--- config.mk ---
export PLATFORM = sky130hd
export DESIGN_NAME = exc_commit_ctrl
export DESIGN_NICKNAME = d
export VERILOG_FILES = /design/src/rtl/exc_commit_ctrl.sv
export SDC_FILE = /design/constraint.sdc
export NUM_CORES = 1
export LEC_CHECK = 0
export CORE_MARGIN = 5
export CORE_UTILIZATION = 40
export CTS_BUF_LIST = sky130_fd_sc_hd__clkbuf_16
export DETAILED_ROUTE_END_ITERATION = 16
export PLACE_DENSITY = 0.78
export SYNTH_ARGS = -nofsm -noshare
export SYNTH_HDL_FRONTEND = slang
export SYNTH_SLANG_ARGS = --single-unit
--- constraint.sdc ---
create_clock -name clk -period 1.9 [get_ports clk]
set_clock_uncertainty 0.2 [all_clocks]
set_input_delay 0.38 -clock clk [delete_from_list [all_inputs] [get_ports clk]]
set_output_delay 0.38 -clock clk [all_outputs]
set_load 0.05 [all_outputs]
--- src/rtl/exc_commit_ctrl.sv ---
// exc_commit_ctrl: commits the prioritised MEM1 exception as CP0 strobes, a held IF redirect and a drain window.
// Exception and entry-select encodings below are shared with the MEM1 prioritiser.
module exc_commit_ctrl #(
    parameter int unsigned DRAIN_CYCLES = 2
) (
    input  logic        clk,
    input  logic        resetn,
    input  logic        MEM_Valid,
    input  logic [4:0]  MEM_ExcType,
    input  logic [1:0]  EX_Entry_Sel,
    input  logic [31:0] Exception_Vector,
    input  logic [31:0] MEM_PC,
    input  logic        MEM_IsInDelaySlot,
    input  logic [31:0] MEM_DataVAddr,
    input  logic [31:0] CP0_EPC,
    input  logic        CP0_Status_EXL,
    input  logic        IF_RedirectReady,
    output logic        Redirect_Valid,
    output logic [31:0] Redirect_PC,
    output logic        Commit_Busy,
    output logic        CP0_ExcWr,
    output logic [31:0] CP0_ExcEPC,
    output logic [4:0]  CP0_ExcCode,
    output logic        CP0_ExcBD,
    output logic        CP0_BadVAddrWr,
    output logic [31:0] CP0_BadVAddr,
    output logic        CP0_EntryHiWr,
    output logic        CP0_SetEXL,
    output logic        CP0_ClrEXL
);
    localparam logic [4:0] EX_NONE = 5'd0, EX_INT = 5'd1, EX_TLB_MOD = 5'd2,
        EX_TLB_REFILL_IF = 5'd3, EX_TLB_INVALID_IF = 5'd4, EX_TLB_REFILL_RD = 5'd5,
        EX_TLB_INVALID_RD = 5'd6, EX_TLB_REFILL_WR = 5'd7, EX_TLB_INVALID_WR = 5'd8,
        EX_ADDR_IF = 5'd9, EX_ADDR_RD = 5'd10, EX_ADDR_WR = 5'd11, EX_SYS = 5'd12,
        EX_BP = 5'd13, EX_RI = 5'd14, EX_CPU = 5'd15, EX_OV = 5'd16, EX_TR = 5'd17;
    localparam logic [1:0] IS_NONE = 2'd0, IS_EXCEPTION = 2'd1, IS_ERET = 2'd2, IS_REFETCH = 2'd3;

    typedef enum logic [1:0] {IDLE, REDIRECT, DRAIN} state_t;

    state_t      state;
    logic [3:0]  cnt;
    logic        accept, take_exc, bad, tlb, if_side;
    logic [4:0]  code;

    assign accept   = (state == IDLE) && MEM_Valid && (EX_Entry_Sel != IS_NONE);
    assign take_exc = accept && (EX_Entry_Sel == IS_EXCEPTION);

    // bad: writes BadVAddr; tlb: also EntryHi.VPN2; if_side: faulting address is the PC
    always_comb begin
        code    = 5'h00;
        bad     = 1'b0;
        tlb     = 1'b0;
        if_side = 1'b0;
        case (MEM_ExcType)
            EX_NONE, EX_INT: code = 5'h00;
            EX_TLB_MOD: begin code = 5'h01; bad = 1'b1; tlb = 1'b1; end
            EX_TLB_REFILL_IF, EX_TLB_INVALID_IF: begin code = 5'h02; bad = 1'b1; tlb = 1'b1; if_side = 1'b1; end
            EX_TLB_REFILL_RD, EX_TLB_INVALID_RD: begin code = 5'h02; bad = 1'b1; tlb = 1'b1; end
            EX_TLB_REFILL_WR, EX_TLB_INVALID_WR: begin code = 5'h03; bad = 1'b1; tlb = 1'b1; end
            EX_ADDR_IF: begin code = 5'h04; bad = 1'b1; if_side = 1'b1; end
            EX_ADDR_RD: begin code = 5'h04; bad = 1'b1; end
            EX_ADDR_WR: begin code = 5'h05; bad = 1'b1; end
            EX_SYS: code = 5'h08;
            EX_BP:  code = 5'h09;
            EX_RI:  code = 5'h0a;
            EX_CPU: code = 5'h0b;
            EX_OV:  code = 5'h0c;
            EX_TR:  code = 5'h0d;
            default: ;
        endcase
    end

    always_ff @(posedge clk) begin
        if (!resetn) begin
            state          <= IDLE;
            cnt            <= 4'd0;
            Redirect_Valid <= 1'b0;
            Redirect_PC    <= 32'h0;
            Commit_Busy    <= 1'b0;
            CP0_ExcWr      <= 1'b0;
            CP0_ExcEPC     <= 32'h0;
            CP0_ExcCode    <= 5'h0;
            CP0_ExcBD      <= 1'b0;
            CP0_BadVAddrWr <= 1'b0;
            CP0_BadVAddr   <= 32'h0;
            CP0_EntryHiWr  <= 1'b0;
            CP0_SetEXL     <= 1'b0;
            CP0_ClrEXL     <= 1'b0;
        end else begin
            CP0_ExcWr      <= take_exc;
            CP0_SetEXL     <= take_exc;
            CP0_BadVAddrWr <= take_exc && bad;
            CP0_EntryHiWr  <= take_exc && tlb;
            CP0_ClrEXL     <= accept && (EX_Entry_Sel == IS_ERET);
            // With EXL already set, EPC is rewritten with its own value and BD with the last committed one
            if (take_exc) begin
                CP0_ExcCode <= code;
                CP0_ExcEPC  <= CP0_Status_EXL ? CP0_EPC : (MEM_IsInDelaySlot ? MEM_PC - 32'd4 : MEM_PC);
                CP0_ExcBD   <= CP0_Status_EXL ? CP0_ExcBD : MEM_IsInDelaySlot;
                if (bad)
                    CP0_BadVAddr <= if_side ? MEM_PC : MEM_DataVAddr;
            end
            case (state)
                IDLE: if (accept) begin
                    state          <= REDIRECT;
                    Redirect_Valid <= 1'b1;
                    Commit_Busy    <= 1'b1;
                    Redirect_PC    <= (EX_Entry_Sel == IS_EXCEPTION) ? Exception_Vector :
                                      (EX_Entry_Sel == IS_REFETCH)   ? MEM_PC : CP0_EPC;
                end
                REDIRECT: if (IF_RedirectReady) begin
                    state          <= DRAIN;
                    cnt            <= 4'(DRAIN_CYCLES - 1);
                    Redirect_Valid <= 1'b0;
                end
                DRAIN: if (cnt == 4'd0) begin
                    state       <= IDLE;
                    Commit_Busy <= 1'b0;
                end else begin
                    cnt <= cnt - 4'd1;
                end
                default: state <= IDLE;
            endcase
        end
    end
endmodule

==> run_results.csv, run 1 <==
group,metric,value,unit
pwr,powerDensity,715.3,nW/um^2
routing,routed_wl,24850,um
global_routing,grt_pass1_vias,6825,
layout,fin_nets,1232,
timing,finalHoldViolations,0,
global_routing,grt_pass1_wl,37550,um
routing,wire_per_inst,19.27,um
floorplan,die-area,18060,um^2
routing,detail-route-antenna-nets,0,
setup_path,critPathMaxFanout,4,
setup_path,worstSetupEndpointType,"flip-flop",
job,drv_cap,0,
routing,drt_iter0_markers,407,
setup_path,cp-startpoint,"MEM_PC[15]",
synth,synth_cells,775,
setup_path,cp.arrival,1960,ps
timing,slew_violations,0,
floorplan,core_area,15200,um^2
setup_path,r2r_setup_slack,80,ps
routing,wl_met1,9792,um
global_routing,antenna_found_initial,4,
synth,syn_area,6188,um^2
clock_network,clk_latency,410,ps
synth,ys.flop_type,"dfxtp_1",
layout,area_delta_synth_final,62.92,%
placement,place_congestion,0.8568,
floorplan,die_y,134.4,um
layout,register_area,2263,um^2
synth,synth_edf_count,0,
routing,routed-wl-met3,1889,um
setup_path,worstSetupPathType,"primary input to flip-flop",
clock_network,cts_sinks,113,
routing,post_drt_via_cell_ratio,5.456,
layout,layout.cells.non_filler,1290,
synth,yosys_warnings,0,
clock_network,cts_hold_buffers,0,
routing,vias,7038,
clock_network,tritoncts,"yes",
routing,drc,0,
synth,async_reset_ff_frac,0,
floorplan,initial_core_util,0.4071,
setup_path,reg2reg_from,"state[0]",
clock_network,cts.root.buffer_cell,"clkbuf_16",
layout,drive_gt1_frac,0.2682,
pwr,ir_worst_vdd,0.6355,mV
setup_path,timing.rr.end,"Redirect_PC[10]",
timing,min_period_over_period,0.9858,
placement,dp_hpwl,17930,um
setup_path,worstSetupEndpoint,"CP0_ExcEPC[25]",
synth,avgSynthCellArea,7.985,um^2
routing,routed-wl-met2,12490,um
setup_path,cp-start-kind,"primary input",
timing,setup_viol,0,
synth,yosysSeqAreaShare,0.3655,
setup_path,cp.required,1990,ps
global_routing,grt-ovfl-total,0,
global_routing,grt_start_max_net_pins,67,
clock_network,cts.reportedPaths.clkPinSlew,50,ps
synth,synth_cell_types,66,
status,outcome,"completed",
layout,multi_input_area,3775,um^2
placement,numPortBuffers,248,
hold_path,worst_hold_path_type,"flip-flop to flip-flop",
synth,syn_nets,919,
layout,fillCellCount,1289,
floorplan,boundaryPins,250,
timing,min_period,1873,ps
floorplan,fp-row-count,45,
clock_network,cts-htree-levels,4,
setup_path,timing.reg2reg.worst_path_depth,9,
timing,clock.fmax,533.9,MHz
placement,numPlacedInstances,1246,
clock_network,clock_path_buffers,2,
synth,ys_seq_elements,113,
clock_network,cts_buffers,17,
global_routing,grt_util_all_layers,0.2652,
pwr,p_leak,4.363,nW
routing,topRoutingLayerUsed,"met5",
floorplan,die-width,134.4,um
routing,drtPass1Iterations,5,
pwr,total_power,7.212,mW
-- metal layers --
layer,track usage,up-vias
li1,-,3363
met1,0.3123,3336
met2,0.4631,283
met3,0.07239,52
met4,0.09389,4
met5,0,-
-- cell usage after synthesis (2+ instances only) --
cell,number,share of area
nor3_2,5,0.0081
o2111ai_1,6,0.0085
nor3b_1,3,0.0036
nand3_2,2,0.0032
a21boi_0,5,0.0061
nor2b_1,35,0.035
a211oi_1,33,0.040
or3_1,2,0.0020
ha_1,3,0.0061
nand3_1,16,0.013
inv_1,13,0.0079
nor4_1,2,0.0020
clkbuf_1,34,0.021
buf_1,8,0.0049
nor2_1,52,0.032
nor4b_2,2,0.0049
xnor2_1,23,0.033
and2_1,7,0.0071
nor4_2,4,0.0081
nor3_1,12,0.0097
nand2b_1,9,0.0091
o211ai_1,10,0.012
o211a_1,2,0.0032
o21ai_0,52,0.042
nand3b_1,9,0.011
nand4bb_1,2,0.0036
mux2i_1,34,0.055
xor2_1,9,0.013
o21ai_1,2,0.0016
a21oi_1,49,0.040
nand2_1,114,0.069
a31oi_1,33,0.033
o2bb2ai_1,5,0.0071
and3_1,9,0.0091
and4bb_2,2,0.0040
dfxtp_1,113,0.37
buf_2,24,0.019
buf_4,2,0.0024
-- flip-flops by register name, indices dropped and copies added (netlist names) --
name,flops
cnt,4
Redirect_PC,32
CP0_ExcCode,4
CP0_ExcBD,1
CP0_ClrEXL,1
CP0_BadVAddrWr,1
Commit_Busy,1
CP0_BadVAddr,32
CP0_SetEXL,1
state,2
Redirect_Valid,1
CP0_EntryHiWr,1
CP0_ExcEPC,32
-- kinds of logic after synthesis --
group / Yosys count / share of synthesized area
flip-flops: 113 / 0.3655
adder cells (fa/ha/maj): 4 / 0.007684
other: 1 / 0.0006060
buffers and inverters: 82 / 0.05600
AO/OA/AOI/OAI: 208 / 0.2091
AND/OR/NAND/NOR: 300 / 0.2590
XOR/XNOR: 32 / 0.04529
multiplexers: 35 / 0.05681
-- cells in the final DEF (no fill, tap or decap), types with 10 or more instances in the layout --
master,Yosys,layout
a211oi_1,33,26
a21oi_1,49,49
a31oi_1,33,33
buf_4,2,210
clkbuf_16,0,20
clkdlybuf4s50_1,0,115
dfxtp_1,113,112
dlygate4sd2_1,0,16
inv_1,13,17
mux2i_1,34,34
nand2_1,114,114
nand3_1,16,15
nor2_1,52,51
nor2b_1,35,34
o211ai_1,10,10
o21ai_0,52,50
xnor2_1,23,23
-- what timing repair did --
action / 4_1_cts / 5_1_grt
pin swaps: 11 / 5
gates resized for setup: 40 / 19
endpoints found under the setup margin: 78 / 56
setup buffers: 4 / 4
cloned: 2 / 1
-- cell type report --
cell class / instances / share of cell area
well taps: 188 / 0.02333
clock buffers: 17 / 0.04219
multi-input cells: 580 / 0.3744
inverters: 13 / 0.004840
diodes: 2 / 0.0004964
flip-flops and latches: 113 / 0.2245
repair buffers: 363 / 0.3218
clock inverters: 14 / 0.008439
-- power by group --
| group | leakage (nW) | internal [mW] | switching, mW |
|---|---|---|---|
| sequential | 0.920 | 2.49 | 0.0645 |
| clock | 0.271 | 1.73 | 1.09 |
| combinational | 3.17 | 0.801 | 1.03 |
| total | 4.36 | 5.02 | 2.19 |
-- critical path: stages --
cell,delay [ps]
clkdlybuf4s50_1,510
nor3_4,290
nand2_1,240
nor4b_4,290
xnor2_1,160
o21ai_1,80
-- worst min path at each step --
| stage | startpoint | end | slack (ps) | cells after the start |
|---|---|---|---|---|
| after floorplan | MEM_ExcType[4] | CP0_EntryHiWr | 250 | 1 |
| after global placement | Redirect_Valid | Redirect_Valid | 240 | 2 |
| after detailed placement | Redirect_Valid | Redirect_Valid | 250 | 2 |
| after CTS | EX_Entry_Sel[1] | CP0_ClrEXL | 240 | 4 |
| after global routing | resetn | CP0_BadVAddr[24] | 270 | 4 |
| final | Redirect_Valid | Redirect_Valid | 250 | 2 |
-- per-stage QoR --
| stage | hold slack, ps | instance area (um^2) | setup TNS [ps] | setup slack, ps | util |
|---|---|---|---|---|---|
| 6_report | 254.1 | 10080 | 0 | 26.97 | 0.6632 |
| 5_1_grt | 267.7 | 10080 | -21.34 | -20.72 | 0.6632 |
| 4_1_cts | 239.0 | 9972 | -6.446 | -6.446 | 0.6560 |
| 3_5_place_dp | 247.8 | 9235 | -47580 | -600.3 | 0.6075 |
| 3_3_place_gp | 236.2 | 9235 | -42570 | -528.4 | 0.6075 |
| 2_1_floorplan | 252.8 | 6188 | 0 | 83.70 | - |
(Power assumes the default switching activity.)
==> run 2: changes to the inputs <==
--- a/config.mk
+++ b/config.mk
@@ -9,6 +9,7 @@
 export CORE_UTILIZATION = 40
 export CTS_BUF_LIST = sky130_fd_sc_hd__clkbuf_16
 export DETAILED_ROUTE_END_ITERATION = 16
+export GPL_ROUTABILITY_DRIVEN = 0
 export PLACE_DENSITY = 0.78
 export SYNTH_ARGS = -nofsm -noshare
 export SYNTH_HDL_FRONTEND = slang
==> constraint.sdc (replaced) <==
create_clock -name clk -period 1.9 [get_ports clk]
set_clock_uncertainty 0.2 [all_clocks]
set_input_delay 0.57 -clock clk [delete_from_list [all_inputs] [get_ports clk]]
set_output_delay 0.57 -clock clk [all_outputs]
set_load 0.05 [all_outputs]
==> run 2 against run 1 <==
  * The run now ends with setup timing left
  * Flip-flop and latch count is the same
  * Clock power is essentially flat
  * Utilization grew 12 points
  * Wire length grew 14%
  * Sequential share of layout area shrank 3.5 points
  * Power grew 6.1%
  * Final cell count grew 1.8%
  * Via count grew 5.8%
  * Non-clock buffer count grew 25
  * Critical path depth grew 1
  * Register-to-register slack lost 20 ps
  * Critical endpoint unchanged
  * Largest power group unchanged
==> run_results.csv, run 2 (synthesis gave the netlist of run 1 again) <==
group,metric,value,unit
global_routing,grtUsageMet3,0.08552,
setup_path,cp_top_family,"simple AND/OR/NAND/NOR gates",
floorplan,initial_core_util,0.4071,
routing,drc,0,
global_routing,gr-usage-met1,0.3298,
setup_path,critPathBufInv,2,
pwr,powerDensity,641.5,nW/um^2
routing,wire_per_inst,21.54,um
timing,min_period_over_period,1.019,
floorplan,die_y,134.4,um
global_routing,grt.busiest_layer,"met2",
timing,setup_viol,1,
timing,setup-tns-final,-35.41,ps
global_routing,grt-ovfl-total,0,
pwr,p_leak,4.914,nW
placement,numPlacedInstances,1249,
setup_path,timing.critical_path.cells,"dlygate4sd2_1, nor3_4, buf_4, nand2_4, nor4b_4, xnor2_1, o21ai_1",
layout,design_area,11930,um^2
layout,fin_util,0.7847,
setup_path,critPathMaxFanout,4,
timing,slew_violations,0,
floorplan,core_area,15200,um^2
status,outcome,"complete, but fails checks",
layout,layout.cells.non_filler,1313,
pwr,ir_worst_vdd,0.5522,mV
setup_path,worstSetupPathType,"primary input to flip-flop",
timing,clock.fmax,516.7,MHz
layout,largestRegisters,"CP0_BadVAddr x32, CP0_ExcEPC x32, Redirect_PC x32",
clock_network,cts_sinks,113,
clock_network,cts_buffers,17,
placement,pre_cts_ws,-754.2,ps
routing,routed_wl,28290,um
timing,finalHoldViolations,0,
setup_path,cp.required,2000,ps
layout,layout_commonest_cell,"buf_12",
setup_path,cp-start-kind,"primary input",
setup_path,cpPeakStageDelay,350,ps
floorplan,boundaryPins,250,
clock_network,cts_hold_buffers,0,
placement,dp_hpwl,18930,um
routing,drtPass1Iterations,5,
layout,fin_nets,1257,
floorplan,die-area,18060,um^2
global_routing,antenna_found_initial,1,
placement,numPortBuffers,248,
layout,final_cell_mix,"buf_12 (123), dfxtp_1 (113), nand2_1 (111), buf_4 (109), clkdlybuf4s50_1 (108)",
clock_network,cts.root.buffer_cell,"clkbuf_16",
setup_path,crit_slowest_cell,"dlygate4sd2_1",
layout,area_delta_synth_final,92.76,%
hold_path,worst_hold_path_type,"flip-flop to flip-flop",
routing,detail-route-antenna-nets,0,
timing,rsz0062_at_grt,"true",
global_routing,grt_util_met2,0.5087,
clock_network,cts-htree-levels,4,
status,violations,"setup timing",
clock_network,clk_latency,420,ps
placement,dpl-instance-area,10680,um^2
setup_path,cp.arrival,2030,ps
floorplan,fp-row-count,45,
job,drv_cap,0,
clock_network,cts.reportedPaths.clkPinSlew,60,ps
layout,drive_gt1_frac,0.3141,
clock_network,clock_path_buffers,2,
global_routing,grt_start_max_net_pins,33,
global_routing,grt_util_all_layers,0.2904,
routing,post_drt_via_cell_ratio,5.673,
global_routing,grt_pass1_vias,7533,
routing,drt_iter0_markers,654,
timing,min_period,1935,ps
clock_network,tritoncts,"yes",
floorplan,die-width,134.4,um
setup_path,worstSetupEndpointType,"flip-flop",
global_routing,grt_pass1_wl,41060,um
routing,vias,7448,
timing,worst_slack,-35.41,ps
run 2: cell types whose count changed in the layout (fill, tap and decap cells not counted), sizes merged:
cell           before  now
clkinv              9   10
clkbuf             20   28
bufbuf              1    2
clkdlybuf4s18       0    1
dlymetal6s2s        5    3
inv                17   15
clkdlybuf4s15       0    3
clkdlybuf4s50     115  108
dlygate4sd2        16   11
diode               2    1
buf               223  249
run 2: metal layers:
layer	wire (um)	part of all wire
met3	2247	0.079
met4	970	0.034
met5	0	0
met2	14330	0.51
met1	10740	0.38
run 2: stage by stage:
step | total power, mW | hold WS [ps]
after global routing | 7.894 | 324.2
final | 7.652 | 281.6
after global placement | 4.640 | 270.8
after floorplan | 3.513 | 280.0
after detailed placement | 4.671 | 276.1
after CTS | 7.571 | 284.2
run 2: worst reg2reg max path, delay by kind of cell (launching register included):
kind                   cells  cell delay [ps]
AOI/OAI and AO/OA          2              370
buffers and inverters      1              160
DFF                        1              450
and+or+nand+nor            3              520
run 2: final cells by class:
| cell class | instances | area [um^2] |
|---|---|---|
| Timing Repair Buffer | 388 | 4960 |
| Multi-Input combinational cell | 580 | 3911 |
| Fill cell | 977 | 3273 |
| Sequential cell | 113 | 2262 |
| Clock buffer | 17 | 425.4 |
| Tap cell | 188 | 235.2 |
| Clock inverter | 13 | 81.33 |
| Inverter | 13 | 51.30 |
| Antenna cell | 1 | 2.502 |
run 2: repair_timing:
action,4_1_cts,5_1_grt
endpoints found under the setup margin,102,62
gates resized for setup,72,58
pin swaps,17,22
cloned,7,5
buffers inserted,13,9
run 2: worst paths after layout:
path	slack [ps]	endpoint	depth (start not counted)	startpoint
max	-40	CP0_ExcEPC[25]	7	MEM_PC[14]
min	280	Redirect_Valid	2	Redirect_Valid
max reg2reg	60	CP0_ExcEPC[23]	6	state[1]
min reg2reg	280	Redirect_Valid	2	Redirect_Valid
run 2: report_power, final:
group          total (mW)  switching, mW  leakage, nW  internal, mW
registers            2.61          0.122        0.920          2.49
logic                2.20           1.10         3.73          1.10
clock network        2.85           1.12        0.262          1.73
